### config.mk
export PLATFORM = sky130hd
export DESIGN_NAME = lsu_mem_stage
export DESIGN_NICKNAME = d
export VERILOG_FILES = /design/src/rtl/lsu_mem_stage.sv
export SDC_FILE = /design/constraint.sdc
export NUM_CORES = 1
export LEC_CHECK = 0
export CAP_MARGIN = 0
export CORE_ASPECT_RATIO = 0.75
export CORE_MARGIN = 2
export CORE_UTILIZATION = 40
export DETAILED_ROUTE_END_ITERATION = 10
export GPL_TIMING_DRIVEN = 1
export HOLD_SLACK_MARGIN = 0.03
export PLACE_DENSITY = 0.77
export SLEW_MARGIN = 20
export SYNTH_ARGS = -nofsm -noshare
export SYNTH_HDL_FRONTEND = slang
export SYNTH_SLANG_ARGS = --single-unit
### constraint.sdc
create_clock -name clk -period 2.2 [get_ports clk]
set_clock_uncertainty 0.15 [all_clocks]
set_input_delay 0.44 -clock clk [delete_from_list [all_inputs] [get_ports clk]]
set_output_delay 0.44 -clock clk [all_outputs]
set_load 0.02 [all_outputs]
### src/rtl/lsu_mem_stage.sv
// Load/store memory stage: issues one data-memory access at a time, stalls the
// pipeline until acknowledged, and handles lane masking, store replication and load extension.
module lsu_mem_stage #(
   parameter int DataWidth     = 32,
   parameter int AddrWidth     = 32,
   parameter int TimeoutCycles = 255
) (
   input  logic                     clk,
   input  logic                     rst,
   input  logic                     valid,
   input  logic                     load,
   input  logic                     store,
   input  logic [2:0]               fun3,
   input  logic [AddrWidth-1:0]     alu_out_address,
   input  logic [DataWidth-1:0]     operand_b,
   input  logic                     data_valid,
   input  logic [DataWidth-1:0]     wrap_load_in,
   output logic                     request,
   output logic                     we_re,
   output logic [AddrWidth-1:0]     addr,
   output logic [DataWidth/8-1:0]   mask,
   output logic [DataWidth-1:0]     store_data_out,
   output logic [DataWidth-1:0]     wrap_load_out,
   output logic                     stall,
   output logic                     access_done,
   output logic                     misaligned,
   output logic                     timeout_err
);

   localparam int Lanes = DataWidth / 8;
   localparam int OffW  = $clog2(Lanes);
   localparam int CntW  = $clog2(TimeoutCycles + 1);
   localparam logic [CntW-1:0] CntLast = CntW'(TimeoutCycles - 1);

   typedef enum logic [1:0] {
      IDLE = 2'd0,
      BUSY = 2'd1,
      RESP = 2'd2
   } state_e;

   // D and WU only exist on a 64-bit bus; 111 never exists.
   function automatic logic size_legal(input logic [2:0] f3);
      logic ok;
      case (f3)
         3'b000, 3'b001, 3'b010, 3'b100, 3'b101: ok = 1'b1;
         3'b011, 3'b110:                         ok = (DataWidth == 64);
         default:                                ok = 1'b0;
      endcase
      return ok;
   endfunction

   function automatic logic [OffW-1:0] align_mask(input logic [1:0] lg);
      logic [2:0] m;
      case (lg)
         2'd0:    m = 3'b000;
         2'd1:    m = 3'b001;
         2'd2:    m = 3'b011;
         default: m = 3'b111;
      endcase
      return m[OffW-1:0];
   endfunction

   function automatic logic [Lanes-1:0] lane_mask(input logic [OffW-1:0] off, input logic [1:0] lg);
      logic [Lanes-1:0] m;
      int sz;
      sz = int'(8'd1 << lg);
      for (int i = 0; i < Lanes; i++) begin
         m[i] = (i >= int'(off)) && (i < int'(off) + sz);
      end
      return m;
   endfunction

   function automatic logic [DataWidth-1:0] replicate(input logic [DataWidth-1:0] d, input logic [1:0] lg);
      logic [DataWidth-1:0] r;
      int src;
      for (int i = 0; i < Lanes; i++) begin
         src = i & (int'(8'd1 << lg) - 1);
         r[i*8 +: 8] = d[src*8 +: 8];
      end
      return r;
   endfunction

   // Align the addressed bytes to bit 0, then sign- or zero-fill above the access size.
   function automatic logic [DataWidth-1:0] extend(input logic [DataWidth-1:0] raw,
                                                   input logic [OffW-1:0]      off,
                                                   input logic [1:0]           lg,
                                                   input logic                 uns);
      logic [DataWidth-1:0] sh;
      logic [DataWidth-1:0] r;
      logic                 sgn;
      int                   nbits;
      sh    = raw >> {off, 3'b000};
      nbits = int'(8'd8 << lg);
      if (nbits > DataWidth) begin
         nbits = DataWidth;
      end else begin
         nbits = nbits;
      end
      sgn = ~uns & sh[nbits-1];
      for (int j = 0; j < DataWidth; j++) begin
         r[j] = (j < nbits) ? sh[j] : sgn;
      end
      return r;
   endfunction

   state_e                 state_q, state_d;
   logic [CntW-1:0]        cnt_q, cnt_d;
   logic [AddrWidth-1:0]   addr_q, addr_d;
   logic [Lanes-1:0]       mask_q, mask_d;
   logic [DataWidth-1:0]   sd_q, sd_d;
   logic [DataWidth-1:0]   wlo_q, wlo_d;
   logic                   we_q, we_d;
   logic                   req_q, req_d;
   logic                   done_q, done_d;
   logic                   tmo_q, tmo_d;
   logic                   mis_q, mis_d;
   logic [2:0]             f3_q, f3_d;
   logic [OffW-1:0]        off_q, off_d;

   logic [OffW-1:0]        off_s;
   logic                   op_s;
   logic                   legal_s;
   logic                   accept_s;
   logic                   misal_s;

   assign off_s    = alu_out_address[OffW-1:0];
   assign op_s     = valid & (load ^ store);
   assign legal_s  = size_legal(fun3) && ((off_s & align_mask(fun3[1:0])) == '0);
   assign accept_s = (state_q == IDLE) & op_s & legal_s;
   assign misal_s  = (state_q == IDLE) & op_s & ~legal_s;

   // Next-state and datapath capture for the access FSM.
   always_comb begin
      state_d = state_q;
      cnt_d   = cnt_q;
      addr_d  = addr_q;
      mask_d  = mask_q;
      sd_d    = sd_q;
      wlo_d   = wlo_q;
      we_d    = we_q;
      req_d   = req_q;
      f3_d    = f3_q;
      off_d   = off_q;
      done_d  = 1'b0;
      tmo_d   = 1'b0;
      mis_d   = misal_s;
      case (state_q)
         IDLE: begin
            if (accept_s) begin
               state_d = BUSY;
               req_d   = 1'b1;
               cnt_d   = '0;
               addr_d  = {alu_out_address[AddrWidth-1:OffW], {OffW{1'b0}}};
               mask_d  = lane_mask(off_s, fun3[1:0]);
               sd_d    = replicate(operand_b, fun3[1:0]);
               we_d    = store;
               f3_d    = fun3;
               off_d   = off_s;
            end else begin
               state_d = IDLE;
            end
         end
         BUSY: begin
            // An ack in the final counted cycle still completes normally.
            if (data_valid) begin
               state_d = RESP;
               req_d   = 1'b0;
               done_d  = 1'b1;
               if (!we_q) begin
                  wlo_d = extend(wrap_load_in, off_q, f3_q[1:0], f3_q[2]);
               end else begin
                  wlo_d = wlo_q;
               end
            end else if (cnt_q == CntLast) begin
               state_d = RESP;
               req_d   = 1'b0;
               tmo_d   = 1'b1;
               wlo_d   = '0;
            end else begin
               cnt_d = cnt_q + CntW'(1'b1);
            end
         end
         RESP: begin
            state_d = IDLE;
         end
         default: begin
            state_d = IDLE;
            req_d   = 1'b0;
         end
      endcase
   end

   // State and registered outputs.
   always_ff @(posedge clk or negedge rst) begin
      if (!rst) begin
         state_q <= IDLE;
         cnt_q   <= '0;
         addr_q  <= '0;
         mask_q  <= '0;
         sd_q    <= '0;
         wlo_q   <= '0;
         we_q    <= 1'b0;
         req_q   <= 1'b0;
         done_q  <= 1'b0;
         tmo_q   <= 1'b0;
         mis_q   <= 1'b0;
         f3_q    <= 3'b000;
         off_q   <= '0;
      end else begin
         state_q <= state_d;
         cnt_q   <= cnt_d;
         addr_q  <= addr_d;
         mask_q  <= mask_d;
         sd_q    <= sd_d;
         wlo_q   <= wlo_d;
         we_q    <= we_d;
         req_q   <= req_d;
         done_q  <= done_d;
         tmo_q   <= tmo_d;
         mis_q   <= mis_d;
         f3_q    <= f3_d;
         off_q   <= off_d;
      end
   end

   // Stall must rise in the accept cycle itself, so it cannot wait for the state register.
   assign stall          = rst & ((state_q == BUSY) | accept_s);
   assign request        = req_q;
   assign we_re          = we_q;
   assign addr           = addr_q;
   assign mask           = mask_q;
   assign store_data_out = sd_q;
   assign wrap_load_out  = wlo_q;
   assign access_done    = done_q;
   assign timeout_err    = tmo_q;
   assign misaligned     = mis_q;

endmodule

== Word level (Yosys, flattened, before mapping) ==
Cells that the tools add are included.
Storage, ports and cells
  register bits after elaboration: 118
Cells by class
  $add $sub $neg: 4
  order comparisons: 41
  equality and inequality tests: 14
  shift operators: 6
  mux-type cells: 61
  bitwise logic cells: 12
  reductions and logical operators: 15
Operators by type and width (count)
  < comparator 6 x 32 -> 1 bit, first input constant: 16
  < comparator 5 x 32 -> 1 bit, first input constant: 8
  2-to-1 mux 32 bit: 7
  < comparator 3 x 32 -> 1 bit, first input constant: 4
  < comparator 4 x 32 -> 1 bit, first input constant: 4
  < comparator 1 x 32 -> 1 bit, first input constant: 2
  < comparator 2 x 32 -> 1 bit, first input constant: 2
  indexed part select 32 x 6 -> 8 bit: 2
  2-to-1 mux 1 bit: 44
  adder 3 x 32 -> 32 bit: 1
  greater-than comparator 32 x 7 -> 1 bit, second input constant: 1
  < comparator 32 x 7 -> 1 bit, second input constant: 1
  indexed part select 32 x 5 -> 8 bit: 1
  left shift 1 x 2 -> 32 bit, first input constant: 1
  left shift 4 x 2 -> 32 bit, first input constant: 1
  >> shifter 32 x 5 -> 32 bit: 1
  subtractor 32 x 2 -> 32 bit, second input constant: 1
  2-to-1 mux 8 bit: 3
  one-hot mux 8 bit (2 select lines): 1
  adder 8 x 1 -> 8 bit, second input constant: 1
  == test 8 bit, second input constant: 1
  != test 2 bit, second input constant: 4
  bitwise AND 1 bit: 6
  == test 3 bit, second input constant: 2
  other kinds (25): 38

== Logic depth before layout (Yosys ltp) ==
  depth in word-level cells: 14
  gate-level depth with buffers: 10

== Worst setup path before layout ==
Ideal clock, no wire load.
  kind: input to output
  start point: input port fun3[0]
  end point: output port stall
  arrival time: 1.824 ns
  path slack: -0.214 ns
  stages on the path: 5
  path through: clkbuf_1 o41ai_2 nand2b_1 clkbuf_1 a21boi_0
On the way
  cells in the longest elaborated chain, start to end: 8
  elaborated cells on any way between the ends: 17
  classes of those cells: eq/ne (6); mux (2); bitwise (4); reduce/logical (5)
Ends and longest elaborated chain
  from (decl): line 13  | input logic [2:0] fun3,
  == test 2 bit (tied with other cells): line 54  | case (lg)
  one-hot mux 2 bit (3 select lines): line 54
  bitwise AND 2 bit: line 128  | assign legal_s = size_legal(fun3) && ((off_s & align_mask(fun3[1:0])) == '0);
  logical NOT 2 bit: line 128
  logical AND 1 bit (*): line 128
  bitwise AND 1 bit (*): line 129  | assign accept_s = (state_q == IDLE) & op_s & legal_s;
  bitwise OR 1 bit (*): line 227  | assign stall = rst & ((state_q == BUSY) | accept_s);
  bitwise AND 1 bit (*): line 227
  to (decl): line 24  | output logic stall,
Mark *: on every way between the ends. The rest lies on a longest branch, timed or not.

== Worst setup path after layout ==
  start point: input port wrap_load_in[31]
  end point: register wlo_q[26] (netlist: wrap_load_out[26])
On the way
  cells in the longest elaborated chain, start to end: 8
Ends and longest elaborated chain
  from (decl): line 17  | input logic [DataWidth-1:0] wrap_load_in,
  >> shifter 32 x 5 -> 32 bit: line 92  | sh = raw >> {off, 3'b000};
  binary-select mux 1 bit (select 5 bit): line 99  | sgn = ~uns & sh[nbits-1];
  2-to-1 mux 1 bit (implied by the code) (2 in a row): line 99
  bitwise AND 1 bit: line 99
  2-to-1 mux 1 bit: line 101  | r[j] = (j < nbits) ? sh[j] : sgn;
  2-to-1 mux 32 bit: line 169  | if (!we_q) begin
  2-to-1 mux 32 bit: line 165  | if (data_valid) begin
  to (signal assigned): line 215  | wlo_q <= wlo_d;
  to (decl): line 111  | logic [DataWidth-1:0] wlo_q, wlo_d;
Every way passes these cells. The select of a mux whose other input is x is not followed.
A chain may end at the register's enable or synchronous reset.

==> impl_metrics.py <==
metrics = {
    "synthesis": {
        "edff_count_synth": 0,
        "seq_total_area_yosys": 0.5207,
        "synth-main-ff-cell": "sky130_fd_sc_hd__dfrtp_1",
        "synthesis.area_per_instance_um2": 9.644,
        "netlist-cell-type-count": 55,
        "synth_seq_cells": 118,
        "syn-instance-count": 588,
        "netlist_area_um2": 5670,
        "synth_async_sr_flop_share": 1.000,
        "synth_warnings": 0,
    },
    "hold_path": {
        "hold_path.class": "in -> async",
    },
    "placed_design": {
        "placedInstanceArea_um2": 8135,
        "setup_slack_after_placement_ps": -692.3,
        "io_buffers": 208,
        "dp_hpwl_um": 12170,
        "gp_congestion": 0.8878,
    },
    "detailed_routing": {
        "post_detailed_route_wirelength_per_cell_um": 16.97,
        "finalWirelength_um": 17070,
        "drt-vias-per-instance": 5.229,
        "drt_first_iter_violations": 276,
        "post-route-drc-count": 0,
        "drtAntennaViolNets": 0,
        "route.vias.total": 5260,
        "drt_pre_antenna_iters": 5,
    },
    "worst_setup_path": {
        "critPathLaunchType": "input port",
        "critical_path.endpoint_type": "register",
        "worstPathMaxFanout": 8,
        "critPathArrivalTime_ps": 2320,
        "worstPathRequired_ps": 2340,
        "crit_type": "in -> reg",
    },
    "cells_and_area": {
        "finalInstanceArea_um2": 8846,
        "fin_nets": 932,
        "drive_above_1_share": 0.1203,
        "mostFrequentLayoutCell": "sky130_fd_sc_hd__clkdlybuf4s50_1",
        "growth_of_design_area_from_synthesis_to_finish_pct": 56.00,
        "num-fill-cells": 1085,
        "final_cell_mix": "sky130_fd_sc_hd__clkdlybuf4s50_1 (199), sky130_fd_sc_hd__nand2_1 (187), sky130_fd_sc_hd__dfrtp_1 (117)",
        "n_antenna_cell": 0,
    },
    "power_and_ir_drop": {
        "power_mw": 10.03,
        "net_switching_share_of_the_total_power": 0.3435,
        "power_frac_clock": 0.255,
        "leakage_power_nw": 4.161,
        "pwr_density_cell_nw_per_um2": 1134,
        "power.share.combinational": 0.411,
        "p_int_mw": 6.587,
        "sequentialPowerShare": 0.334,
        "power_switching_mw": 3.446,
        "worst_ir_drop_vdd_mv": 0.7648,
    },
    "global_routing": {
        "antenna_found_initial": 0,
        "grt_pass1_vias": 5413,
        "grt_start_max_net_pins": 119,
        "wire_length_of_the_first_global_routing_pass_um": 27320,
        "grt_overflow": 0,
        "global_route.usage.total": 0.2304,
    },
    "die": {
        "placeableCoreArea_um2": 13800,
        "initial_core_util": 0.4110,
        "floorplan.die.width_um": 141.5,
        "vertical_die_dimension_um": 107.1,
        "boundaryPins": 211,
        "placementRows": 37,
        "floorplan.die_area_um2": 15150,
    },
    "timing": {
        "finalHoldViolations": 0,
        "worst_slack_ps": 15.39,
        "hold-worst-slack_ps": 22.80,
        "report.final.slew_viol_count": 0,
        "timing.final.crit_share": 0.9930,
        "timing.final.crit_period_ps": 2185,
        "slew_headroom": 0.5634,
        "final-setup-viol-count": 0,
        "fmax_mhz": 457.7,
        "worst-slew-pin-transition_ps": 654.9,
    },
    "cts": {
        "cts.hold.buffers_added": 0,
        "number_of_cts_inserted_buffers": 17,
        "cts-root-to-sink-buffers": 2,
        "h-tree-depth": 4,
        "worst_setup_hold_path_clk_slew_ps": 50,
        "cts.sinks": 118,
        "cts_tree": "done",
        "cts_root_buffer": "sky130_fd_sc_hd__clkbuf_16",
        "worst_skew_pair_latency_ps": 410,
    },
    "outcome": {
        "outcome": "completed",
    },
    "run": {
        "cap_violations": 0,
    },
}
-- critical path, stage by stage --
cell and delay, ps:
sky130_fd_sc_hd__clkdlybuf4s50_1 530, sky130_fd_sc_hd__mux4_2 530, sky130_fd_sc_hd__nor2_1 140, sky130_fd_sc_hd__o32a_4 230, sky130_fd_sc_hd__nor3_4 50, sky130_fd_sc_hd__buf_6 130
sky130_fd_sc_hd__a221o_1 270
-- flip-flops by register name, indices dropped and copies added, names as in the netlist --
register / cells
we_re: 1
f3_q: 3
store_data_out: 32
cnt_q: 8
timeout_err: 1
request: 1
off_q: 2
state_q: 2
wrap_load_out: 32
access_done: 1
misaligned: 1
mask: 4
addr: 30
-- power by group through the flow --
stage	sequential (mW)	combinational, mW	clock [mW]
final	3.35	4.13	2.55
after global routing	3.44	4.42	2.70
after CTS	3.34	4.10	2.61
after detailed placement	3.36	4.04	0
after global placement	3.32	3.97	0
after floorplan	4.09	1.24	0
-- through the flow --
stage | setup TNS (ps) | cells | utilization
3_3_place_gp | -25090 | 970 | 0.5897
2_1_floorplan | 0 | 589 | -
5_1_grt | -0.4063 | 1006 | 0.6412
4_1_cts | -9.657 | 1004 | 0.6346
6_report | 0 | 1006 | 0.6412
3_5_place_dp | -27940 | 970 | 0.5897
-- final timing paths --
check                                       from                end  slack [ps]  cells past startpoint
worst min register to register  wrap_load_out[1]   wrap_load_out[1]         320                      2
worst max-delay path            wrap_load_in[31]  wrap_load_out[26]          20                      7
worst min-delay path                         rst           addr[19]          20                      2
min in group clk                           store              we_re         150                      3
max in group asynchronous                    rst            f3_q[1]        1360                      2
worst max register to register          off_q[0]  wrap_load_out[26]          60                      6
-- kinds of logic after synthesis --
group,synth area share
muxes,0.09334
buffers and inverters,0.03464
AOI/OAI and AO/OA,0.1128
other,0.0006613
adders and majority gates,0.01545
xor gates and xnor gates,0.01236
and+or+nand+nor,0.2101
DFF,0.5207
-- Yosys cell counts, types with 3 or more instances --
| cell | number | share of area |
|---|---|---|
| sky130_fd_sc_hd__nor2b_1 | 4 | 0.0044 |
| sky130_fd_sc_hd__nand2_1 | 187 | 0.12 |
| sky130_fd_sc_hd__nor3_1 | 3 | 0.0026 |
| sky130_fd_sc_hd__nand4b_1 | 7 | 0.011 |
| sky130_fd_sc_hd__nand3_1 | 5 | 0.0044 |
| sky130_fd_sc_hd__nand4_1 | 3 | 0.0033 |
| sky130_fd_sc_hd__dfrtp_1 | 118 | 0.52 |
| sky130_fd_sc_hd__o21ai_0 | 29 | 0.026 |
| sky130_fd_sc_hd__clkbuf_1 | 10 | 0.0066 |
| sky130_fd_sc_hd__mux2i_1 | 39 | 0.069 |
| sky130_fd_sc_hd__a211o_1 | 7 | 0.011 |
| sky130_fd_sc_hd__a21oi_1 | 17 | 0.015 |
| sky130_fd_sc_hd__xor2_1 | 5 | 0.0077 |
| sky130_fd_sc_hd__a221o_1 | 15 | 0.026 |
| sky130_fd_sc_hd__nor2_1 | 44 | 0.029 |
| sky130_fd_sc_hd__a21o_1 | 3 | 0.0040 |
| sky130_fd_sc_hd__xnor2_1 | 3 | 0.0046 |
| sky130_fd_sc_hd__buf_2 | 18 | 0.016 |
| sky130_fd_sc_hd__ha_1 | 7 | 0.015 |
| sky130_fd_sc_hd__buf_1 | 6 | 0.0040 |
| sky130_fd_sc_hd__nand2b_1 | 7 | 0.0077 |
| sky130_fd_sc_hd__inv_1 | 4 | 0.0026 |
| sky130_fd_sc_hd__mux2_2 | 7 | 0.014 |
-- metal layers --
metal | share of wire | up-vias | track usage
met4 | 0.0073 | 0 | 0.06143
met1 | 0.41 | 2544 | 0.2860
met2 | 0.47 | 238 | 0.3741
met3 | 0.11 | 8 | 0.09424
met5 | 0 | - | 0
li1 | - | 2470 | -
-- area by class of cell --
cell class | instances | area [um2] | area share
timing repair buffer | 250 | 2506 | 0.2833
clock inverter | 4 | 45.04 | 0.005092
tap | 175 | 219.0 | 0.02475
multi-input combinational | 429 | 2608 | 0.2948
inverter | 4 | 15.01 | 0.001697
sequential | 118 | 2954 | 0.3339
clock buffer | 26 | 499.2 | 0.05644
-- timing repair --
item,CTS,global route
setup buffers,3,2
cloned,1,0
pin swaps,3,7
resized for setup,17,26
endpoints found under the setup margin,32,27
Note: power is estimated with default switching activity, not from simulation.
